===== config.mk =====
export PLATFORM = sky130hd
export DESIGN_NAME = dino_game_core
export DESIGN_NICKNAME = d
export VERILOG_FILES = /design/src/rtl/dino_game_core.sv
export SDC_FILE = /design/constraint.sdc
export NUM_CORES = 1
export LEC_CHECK = 0
export ABC_CLOCK_PERIOD_IN_PS = 5080
export BUFFER_PORTS_ARGS = -buffer_cell sky130_fd_sc_hd__buf_2
export CORE_ASPECT_RATIO = 0.8
export CORE_UTILIZATION = 39
export DETAILED_ROUTE_END_ITERATION = 6
export PLACE_DENSITY = 0.54
export SETUP_SLACK_MARGIN = 0.15
export SKIP_CTS_REPAIR_TIMING = 1
export SLEW_MARGIN = 20
export SYNTH_ARGS = -nofsm -noshare
export SYNTH_HDL_FRONTEND = slang
export SYNTH_SLANG_ARGS = --single-unit
export TNS_END_PERCENT = 100

===== constraint.sdc =====
create_clock -name clk -period 5.08 [get_ports clk]
set_input_delay 0.762 -clock clk [delete_from_list [all_inputs] [get_ports clk]]
set_output_delay 0.762 -clock clk [all_outputs]
set_load 0.05 [all_outputs]

===== src/rtl/dino_game_core.sv =====
// Runner game core: N obstacle slots, LFSR-driven spawning, signed jump physics,
// saturating score / high score and a registered pixel renderer for the VGA path.
module dino_game_core #(
    parameter int          NUM_OBST   = 4,
    parameter int          SCORE_W    = 16,
    parameter int          GROUND_Y   = 515,
    parameter int          DINO_X     = 200,
    parameter int          DINO_SIZE  = 50,
    parameter int          OBST_W     = 20,
    parameter int          OBST_H     = 40,
    parameter int          SPAWN_X    = 780,
    parameter int          OBST_SPEED = 4,
    parameter int          JUMP_V     = 12,
    parameter int          GRAVITY    = 1,
    parameter int          MIN_GAP    = 40,
    parameter int          MAX_GAP    = 120,
    parameter logic [15:0] LFSR_SEED  = 16'hACE1
) (
    input  logic               clk,
    input  logic               rst,
    input  logic               tick,
    input  logic               up,
    input  logic               bright,
    input  logic [9:0]         hCount,
    input  logic [9:0]         vCount,
    output logic [11:0]        rgb,
    output logic [SCORE_W-1:0] score,
    output logic [SCORE_W-1:0] hi_score,
    output logic [1:0]         state,
    output logic               collide
);
    typedef enum logic [1:0] {
        S_INI  = 2'd0,
        S_GAME = 2'd1,
        S_DONE = 2'd2,
        S_BAD  = 2'd3
    } state_t;

    localparam int GAP_W = $clog2(MAX_GAP + 2);
    localparam int CNT_W = $clog2(NUM_OBST + 1);
    localparam int SUM_W = SCORE_W + CNT_W;

    localparam logic signed [10:0] GY    = 11'(GROUND_Y);
    localparam logic signed [10:0] JV    = 11'(JUMP_V);
    localparam logic signed [10:0] GR    = 11'(GRAVITY);
    localparam logic signed [10:0] DSZ   = 11'(DINO_SIZE);
    localparam logic signed [10:0] OTOP  = 11'(GROUND_Y - OBST_H);
    localparam logic [10:0]        DX_L  = 11'(DINO_X);
    localparam logic [10:0]        DX_R  = 11'(DINO_X + DINO_SIZE);
    localparam logic [10:0]        OW    = 11'(OBST_W);
    localparam logic [9:0]         SPD   = 10'(OBST_SPEED);
    localparam logic [9:0]         SPX   = 10'(SPAWN_X);
    localparam logic [9:0]         GROW  = 10'(GROUND_Y);
    localparam logic [GAP_W-1:0]   G_MIN = GAP_W'(MIN_GAP);
    localparam logic [GAP_W-1:0]   G_MAX = GAP_W'(MAX_GAP);
    localparam logic [SUM_W-1:0]   S_CAP = SUM_W'({SCORE_W{1'b1}});

    state_t                  st_q;
    logic                    up_q;
    logic [15:0]             lfsr_q;
    logic signed [10:0]      ypos_q, ypos_d;
    logic signed [10:0]      vel_q, vel_d;
    logic [NUM_OBST-1:0]     act_q, act_d;
    logic [9:0]              ox_q [NUM_OBST];
    logic [9:0]              ox_d [NUM_OBST];
    logic [GAP_W-1:0]        gap_q, gap_d;
    logic [SCORE_W-1:0]      score_q, score_d, hi_q;
    logic                    collide_q;
    logic [11:0]             rgb_q, rgb_d;

    logic                    up_rise_s, move_s, coll_s, y_hit_s;
    logic                    dino_px_s, obst_px_s, spawn_want_s;
    logic signed [10:0]      vel_t_s, ypos_t_s, vc_s;
    logic [10:0]             hc_s;
    logic [NUM_OBST-1:0]     free_s;
    logic [GAP_W-1:0]        gap_inc_s;
    logic [CNT_W-1:0]        ret_cnt_s;
    logic [SUM_W-1:0]        sum_s;

    assign up_rise_s    = up & ~up_q;
    assign hc_s         = {1'b0, hCount};
    assign vc_s         = $signed({1'b0, vCount});
    assign vel_t_s      = (ypos_q == GY && up) ? -JV : vel_q;
    assign ypos_t_s     = ypos_q + vel_t_s;
    // One-hot of the lowest inactive slot; all-zero when every slot is busy.
    assign free_s       = ~act_q & (act_q + NUM_OBST'(1));
    assign gap_inc_s    = (gap_q == {GAP_W{1'b1}}) ? gap_q : gap_q + GAP_W'(1);
    assign spawn_want_s = ((gap_inc_s >= G_MIN) && (lfsr_q[1:0] == 2'b00)) || (gap_inc_s >= G_MAX);
    assign y_hit_s      = ((ypos_q - DSZ) < GY) && (ypos_q > OTOP);
    assign dino_px_s    = (hc_s >= DX_L) && (hc_s < DX_R) && (vc_s >= ypos_q - DSZ) && (vc_s < ypos_q);
    // A tick that coincides with a fresh collision is swallowed so nothing retires or scores on it.
    assign move_s       = (st_q == S_GAME) && tick && !collide_q && !coll_s;

    // Box overlap tests for collision and obstacle pixels.
    always_comb begin
        coll_s    = 1'b0;
        obst_px_s = 1'b0;
        for (int i = 0; i < NUM_OBST; i++) begin
            if (act_q[i] && y_hit_s && ({1'b0, ox_q[i]} < DX_R) && ({1'b0, ox_q[i]} + OW > DX_L)) begin
                coll_s = 1'b1;
            end else begin
                coll_s = coll_s;
            end
            if (act_q[i] && (hc_s >= {1'b0, ox_q[i]}) && (hc_s < {1'b0, ox_q[i]} + OW) &&
                (vc_s >= OTOP) && (vc_s < GY)) begin
                obst_px_s = 1'b1;
            end else begin
                obst_px_s = obst_px_s;
            end
        end
    end

    // Per-tick motion: jump physics, obstacle scroll/retire/spawn, score.
    always_comb begin
        ypos_d    = ypos_q;
        vel_d     = vel_q;
        act_d     = act_q;
        ox_d      = ox_q;
        gap_d     = gap_q;
        ret_cnt_s = '0;
        sum_s     = '0;
        score_d   = score_q;
        if (move_s) begin
            if (ypos_t_s >= GY) begin
                ypos_d = GY;
                vel_d  = 11'sd0;
            end else begin
                ypos_d = ypos_t_s;
                vel_d  = vel_t_s + GR;
            end
            for (int i = 0; i < NUM_OBST; i++) begin
                if (act_q[i]) begin
                    if (ox_q[i] < SPD) begin
                        act_d[i]  = 1'b0;
                        ret_cnt_s = ret_cnt_s + CNT_W'(1);
                    end else begin
                        ox_d[i] = ox_q[i] - SPD;
                    end
                end else if (free_s[i] && spawn_want_s) begin
                    act_d[i] = 1'b1;
                    ox_d[i]  = SPX;
                end else begin
                    act_d[i] = act_q[i];
                end
            end
            if (free_s == '0) begin
                gap_d = gap_q;
            end else if (spawn_want_s) begin
                gap_d = '0;
            end else begin
                gap_d = gap_inc_s;
            end
            sum_s   = SUM_W'(score_q) + SUM_W'(ret_cnt_s);
            score_d = (sum_s > S_CAP) ? {SCORE_W{1'b1}} : sum_s[SCORE_W-1:0];
        end else begin
            score_d = score_q;
        end
    end

    // Pixel colour selection ahead of the output register.
    always_comb begin
        if (!bright) begin
            rgb_d = 12'h000;
        end else if (dino_px_s) begin
            rgb_d = (st_q == S_DONE) ? 12'hF00 : 12'h0F0;
        end else if (obst_px_s && (st_q == S_GAME || st_q == S_DONE)) begin
            rgb_d = 12'hF00;
        end else if (vCount == GROW) begin
            rgb_d = 12'h888;
        end else begin
            rgb_d = 12'hFFF;
        end
    end

    // Game FSM and all state registers.
    always_ff @(posedge clk) begin
        if (!rst) begin
            st_q      <= S_INI;
            up_q      <= 1'b0;
            lfsr_q    <= LFSR_SEED;
            ypos_q    <= GY;
            vel_q     <= 11'sd0;
            act_q     <= '0;
            for (int i = 0; i < NUM_OBST; i++) ox_q[i] <= 10'd0;
            gap_q     <= '0;
            score_q   <= '0;
            hi_q      <= '0;
            collide_q <= 1'b0;
            rgb_q     <= 12'h000;
        end else begin
            up_q      <= up;
            lfsr_q    <= {lfsr_q[14:0], lfsr_q[15] ^ lfsr_q[13] ^ lfsr_q[12] ^ lfsr_q[10]};
            collide_q <= (st_q == S_GAME) && coll_s;
            rgb_q     <= rgb_d;
            case (st_q)
                S_INI: begin
                    if (up_rise_s) begin
                        st_q    <= S_GAME;
                        score_q <= '0;
                        act_q   <= '0;
                        gap_q   <= '0;
                        ypos_q  <= GY;
                        vel_q   <= 11'sd0;
                    end else begin
                        st_q <= S_INI;
                    end
                end
                S_GAME: begin
                    ypos_q  <= ypos_d;
                    vel_q   <= vel_d;
                    act_q   <= act_d;
                    ox_q    <= ox_d;
                    gap_q   <= gap_d;
                    score_q <= score_d;
                    if (collide_q) begin
                        st_q <= S_DONE;
                        hi_q <= (score_q > hi_q) ? score_q : hi_q;
                    end else begin
                        st_q <= S_GAME;
                    end
                end
                S_DONE: begin
                    st_q <= up_rise_s ? S_INI : S_DONE;
                end
                default: begin
                    st_q <= S_INI;
                end
            endcase
        end
    end

    assign rgb      = rgb_q;
    assign score    = score_q;
    assign hi_score = hi_q;
    assign state    = st_q;
    assign collide  = collide_q;
endmodule


==> results.md <==
- Result of the run: finished clean
- Setup Viol. Count Final: 0
- Residual DRC: 0
- GR Overflow Total: 0
- Worst hold path type: register to register
- Overall die width: about 180 um
- Clock Tree Root: sky130_fd_sc_hd__clkbuf_16
- Power density over the cells: ~240 nW/um2
- Power share of the clock group: between 40% and 50%
- Initial Util: 39.96%
- Max-slew violations: 0
- Maximum cell stage delay along the critical path: approximately 0.44 ns
- Boundary Pins: 72
- Count of cells along the worst register-to-register path: 19
- Peak VDD IR: about 0.00021 V
- Post-layout min period: between 4 and 5 ns
- Clock-pin transition on the worst setup and hold timing paths: around 0.07 ns
- Number of diodes: 0
- Input/output buffers: 70
- Worst-path maximum fanout: 7
- Crit-path cells: inv_1, ha_1, nand3_1, nor3_1, nand2_1, xor2_1, ha_1, mux2_2, ha_1, mux2_2, fa_1, a21oi_1, or2_2, nor2_1, nand2_1, or2_2, nand2_1, o21a_1, o221a_2
- Power Internal: around 1.9 mW
- Cell type with the highest aggregate area in the netlist: sky130_fd_sc_hd__dfxtp_1
- Global placement routability congestion: 0.8880
- Number of cells traversed by the worst hold path: 1
- Endpoint type of the worst setup path: register
- CTS max path bufs: 2
- Standard cell with the maximum stage delay on the critical path: sky130_fd_sc_hd__fa_1
- Synth Flop Type: sky130_fd_sc_hd__dfxtp_1
- CTS sink count: 123
- Worst Max-Slew Pin Slew: between 0.8 and 0.9 ns
- Combinational cell fraction of total power: ~16%
- DIE HEIGHT: between 100 and 150 um
- Synthesis-to-layout area growth: 12.00%
- Signal arrival time at the worst endpoint: 4.96 ns
- Cell area after synthesis: approximately 10000 um2
- Proportion of layout cells with a drive suffix above 1: 13.26%
- Synthesized netlist cell count: around 1200
- Number of buffers created by CTS: 17
- Via count of the first global-routing pass: 8615
- Worst skew pair latency: approximately 0.43 ns
- Number of nets in the synthesized netlist: 1404
- Post-Route Utilization: between 40 and 50%
- Avg WL per Cell: approximately 17 um
- Crit path launch type: register
- Placed wire-length estimate after detailed placement: ~21 mm
- Number of library cell types mapped by synthesis: just over 90
- Number of antenna violations at the first check in global routing: 0
- Flops & latches, synth: roughly 120
- Top cells by area in the synthesized netlist: sky130_fd_sc_hd__dfxtp_1, sky130_fd_sc_hd__ha_1, sky130_fd_sc_hd__a21oi_1
- Total net switching power: 825.1 uW
- Die footprint: ~27000 um2
- Share of synthesized area occupied by flip-flops and latches: 24.22%
- TritonCTS clock tree: yes
- Fraction of power spent switching nets: a little under a third
- Iteration-0 DRC Markers: ~650
- Antenna violation net count after detailed routing: 0
- FF-to-FF setup slack: 0.45 ns
- Critical path buffers and inverters: 1
- Sequential Power Share: between 30% and 40%
- LEAKAGE: ~4.7 nW
- Number of hold-slack violations in the final timing report: 0
- Worst setup path category: register to register
- Final worst clock skew: approximately 0.013 ns
- TritonRoute pass-1 iters: 6
- Core outline area: about 25000 um2
- Avg Synthesized Cell Area: just over 8 um2
- Critical path depth in cells: 19
- Combined global-route utilization of all metal layers: between 20 and 25%
- Post-synth top area share: about a quarter
- Synthesis Warnings: 0
- Share of the cycle needed by the critical path after routing: between 90 and 100%
- Async set-reset flop share out of synthesis: 0%
- Required @ worst endpoint: between 5 and 6 ns
- Nets: between 1000 and 1500
- Pin count of the biggest net entering global routing: 39
- Cell family with the largest share of critical-path delay: simple AND/OR/NAND/NOR gates
- RSZ-0062 raised after global routing: false
- Relative slew slack: between 40% and 50%
- Number of enable-type register cells in the synthesized netlist: 0
- Routed WL: just under 30 mm
- Number of max-cap violations: 0
- Detailed-route via count: between 9000 and 10000
- Number of placement rows: 52
- Maximum clock frequency: between 200 and 250 MHz
- Number of H-tree levels: 4
- Wire length of the first global-routing pass: between 40 and 50 mm
- Setup TNS: 0 ns
- Detailed-route vias per instance: between 5 and 6
-- layer usage --
layer / up-vias / routed length [um] / GRT usage [%] / share of wire [%]
met4: 0 / 276 / 4.664 / 0.95
met1: 4466 / 15100 / 32.65 / 52
met5: - / 0 / 0 / 0
li1: 4744 / - / - / -
met3: 27 / 1225 / 2.769 / 4.2
met2: 205 / 12320 / 33.05 / 43
-- final timing paths --
| check | end | startpoint |
|---|---|---|
| setup / recovery | score[9] | ox_q[33] |
| hold reg to reg | lfsr_q[6] | lfsr_q[5] |
| hold / removal | lfsr_q[6] | lfsr_q[5] |
| setup reg to reg | score[9] | ox_q[33] |
-- worst register-to-register path: stages (launching register included) --
cell and delay, ns:
sky130_fd_sc_hd__dfxtp_1 0.35, sky130_fd_sc_hd__inv_1 0.10, sky130_fd_sc_hd__ha_1 0.18, sky130_fd_sc_hd__nand3_1 0.16, sky130_fd_sc_hd__nor3_1 0.22, sky130_fd_sc_hd__nand2_1 0.14
sky130_fd_sc_hd__xor2_1 0.26, sky130_fd_sc_hd__ha_1 0.27, sky130_fd_sc_hd__mux2_2 0.28, sky130_fd_sc_hd__ha_1 0.29, sky130_fd_sc_hd__mux2_2 0.29, sky130_fd_sc_hd__fa_1 0.44
sky130_fd_sc_hd__a21oi_1 0.32, sky130_fd_sc_hd__or2_2 0.23, sky130_fd_sc_hd__nor2_1 0.08, sky130_fd_sc_hd__nand2_1 0.16, sky130_fd_sc_hd__or2_2 0.22, sky130_fd_sc_hd__nand2_1 0.12
sky130_fd_sc_hd__o21a_1 0.19, sky130_fd_sc_hd__o221a_2 0.26
-- cells by family after synthesis --
family	after synthesis	synth area share [%]
simple gates	430	22.44
flops	123	24.22
fa+ha+maj	133	16.52
compound gates	349	24.73
mux	19	1.908
buf+inv	150	6.572
xor+xnor	42	3.618
-- cells in the final DEF, fill, tap and decap left out, types with 16 or more instances in the layout --
cell type                     n
sky130_fd_sc_hd__nand3_1     56
sky130_fd_sc_hd__nor2_1      78
sky130_fd_sc_hd__nor3_1      33
sky130_fd_sc_hd__o21ai_0     49
sky130_fd_sc_hd__a21oi_1     71
sky130_fd_sc_hd__a21o_1      21
sky130_fd_sc_hd__o21a_1      26
sky130_fd_sc_hd__inv_1       80
sky130_fd_sc_hd__nand2_1     81
sky130_fd_sc_hd__buf_2       70
sky130_fd_sc_hd__nand4_1     35
sky130_fd_sc_hd__and2_1      23
sky130_fd_sc_hd__mux2i_1     16
sky130_fd_sc_hd__clkbuf_16   17
sky130_fd_sc_hd__a31oi_1     17
sky130_fd_sc_hd__o211ai_1    17
sky130_fd_sc_hd__xnor2_1     31
sky130_fd_sc_hd__ha_1       131
sky130_fd_sc_hd__nand2b_1    27
sky130_fd_sc_hd__dfxtp_1    123
sky130_fd_sc_hd__buf_4       25
-- power by group through the flow --
stage	sequential (mW)	combinational [mW]	clock, mW
after floorplan	1.04	0.326	0
after detailed placement	1.04	0.433	0
after global placement	1.04	0.427	0
after CTS	1.02	0.436	1.28
final	1.02	0.436	1.26
after global routing	1.02	0.487	1.33
-- cell usage after synthesis (all sizes together), types with 8 or more instances --
cell / n
a211oi: 13
a21o: 21
a21oi: 74
a31oi: 17
a41oi: 10
and2: 23
and3: 12
buf: 39
clkbuf: 29
dfxtp: 123
ha: 131
inv: 81
mux2i: 16
nand2: 82
nand2b: 27
nand3: 56
nand4: 35
nor2: 80
nor2b: 8
nor3: 35
nor4: 14
o211ai: 17
o21a: 26
o21ai: 61
o221a: 15
or2: 9
or4: 10
xnor2: 31
xor2: 11
-- through the flow --
step | area [um2] | hold slack, ns | power, mW | setup WS (ns) | cells
floorplan | 10170 | 0.3863 | 1.363 | 0.6992 | 1246
finish | 11390 | 0.4076 | 2.715 | 0.4476 | 1656
CTS | 11380 | 0.4104 | 2.736 | 0.4102 | 1656
detailed placement | 10790 | 0.3968 | 1.470 | 0.2538 | 1624
global placement | 10790 | 0.3884 | 1.464 | 0.2829 | 1624
global route | 11390 | 0.4265 | 2.833 | 0.1879 | 1656
-- area by class of cell --
cell class / instances / area (um2)
inverter: 82 / 307.8
clock buffer: 18 / 439.2
timing repair buffer: 95 / 538.0
clock inverter: 14 / 157.7
tap: 351 / 439.2
sequential: 123 / 2462
multi-input combinational: 973 / 7042
fill: 2555 / 14050
-- flip-flops by register name, summed over array words and instances, names as in the netlist --
signal	cells
act_q	4
collide	1
gap_q	7
hi_score	16
lfsr_q	16
ox_q	32
rgb	6
score	16
state	2
up_q	1
vel_q	11
ypos_q	11
Power figures use the tool's default switching activity.
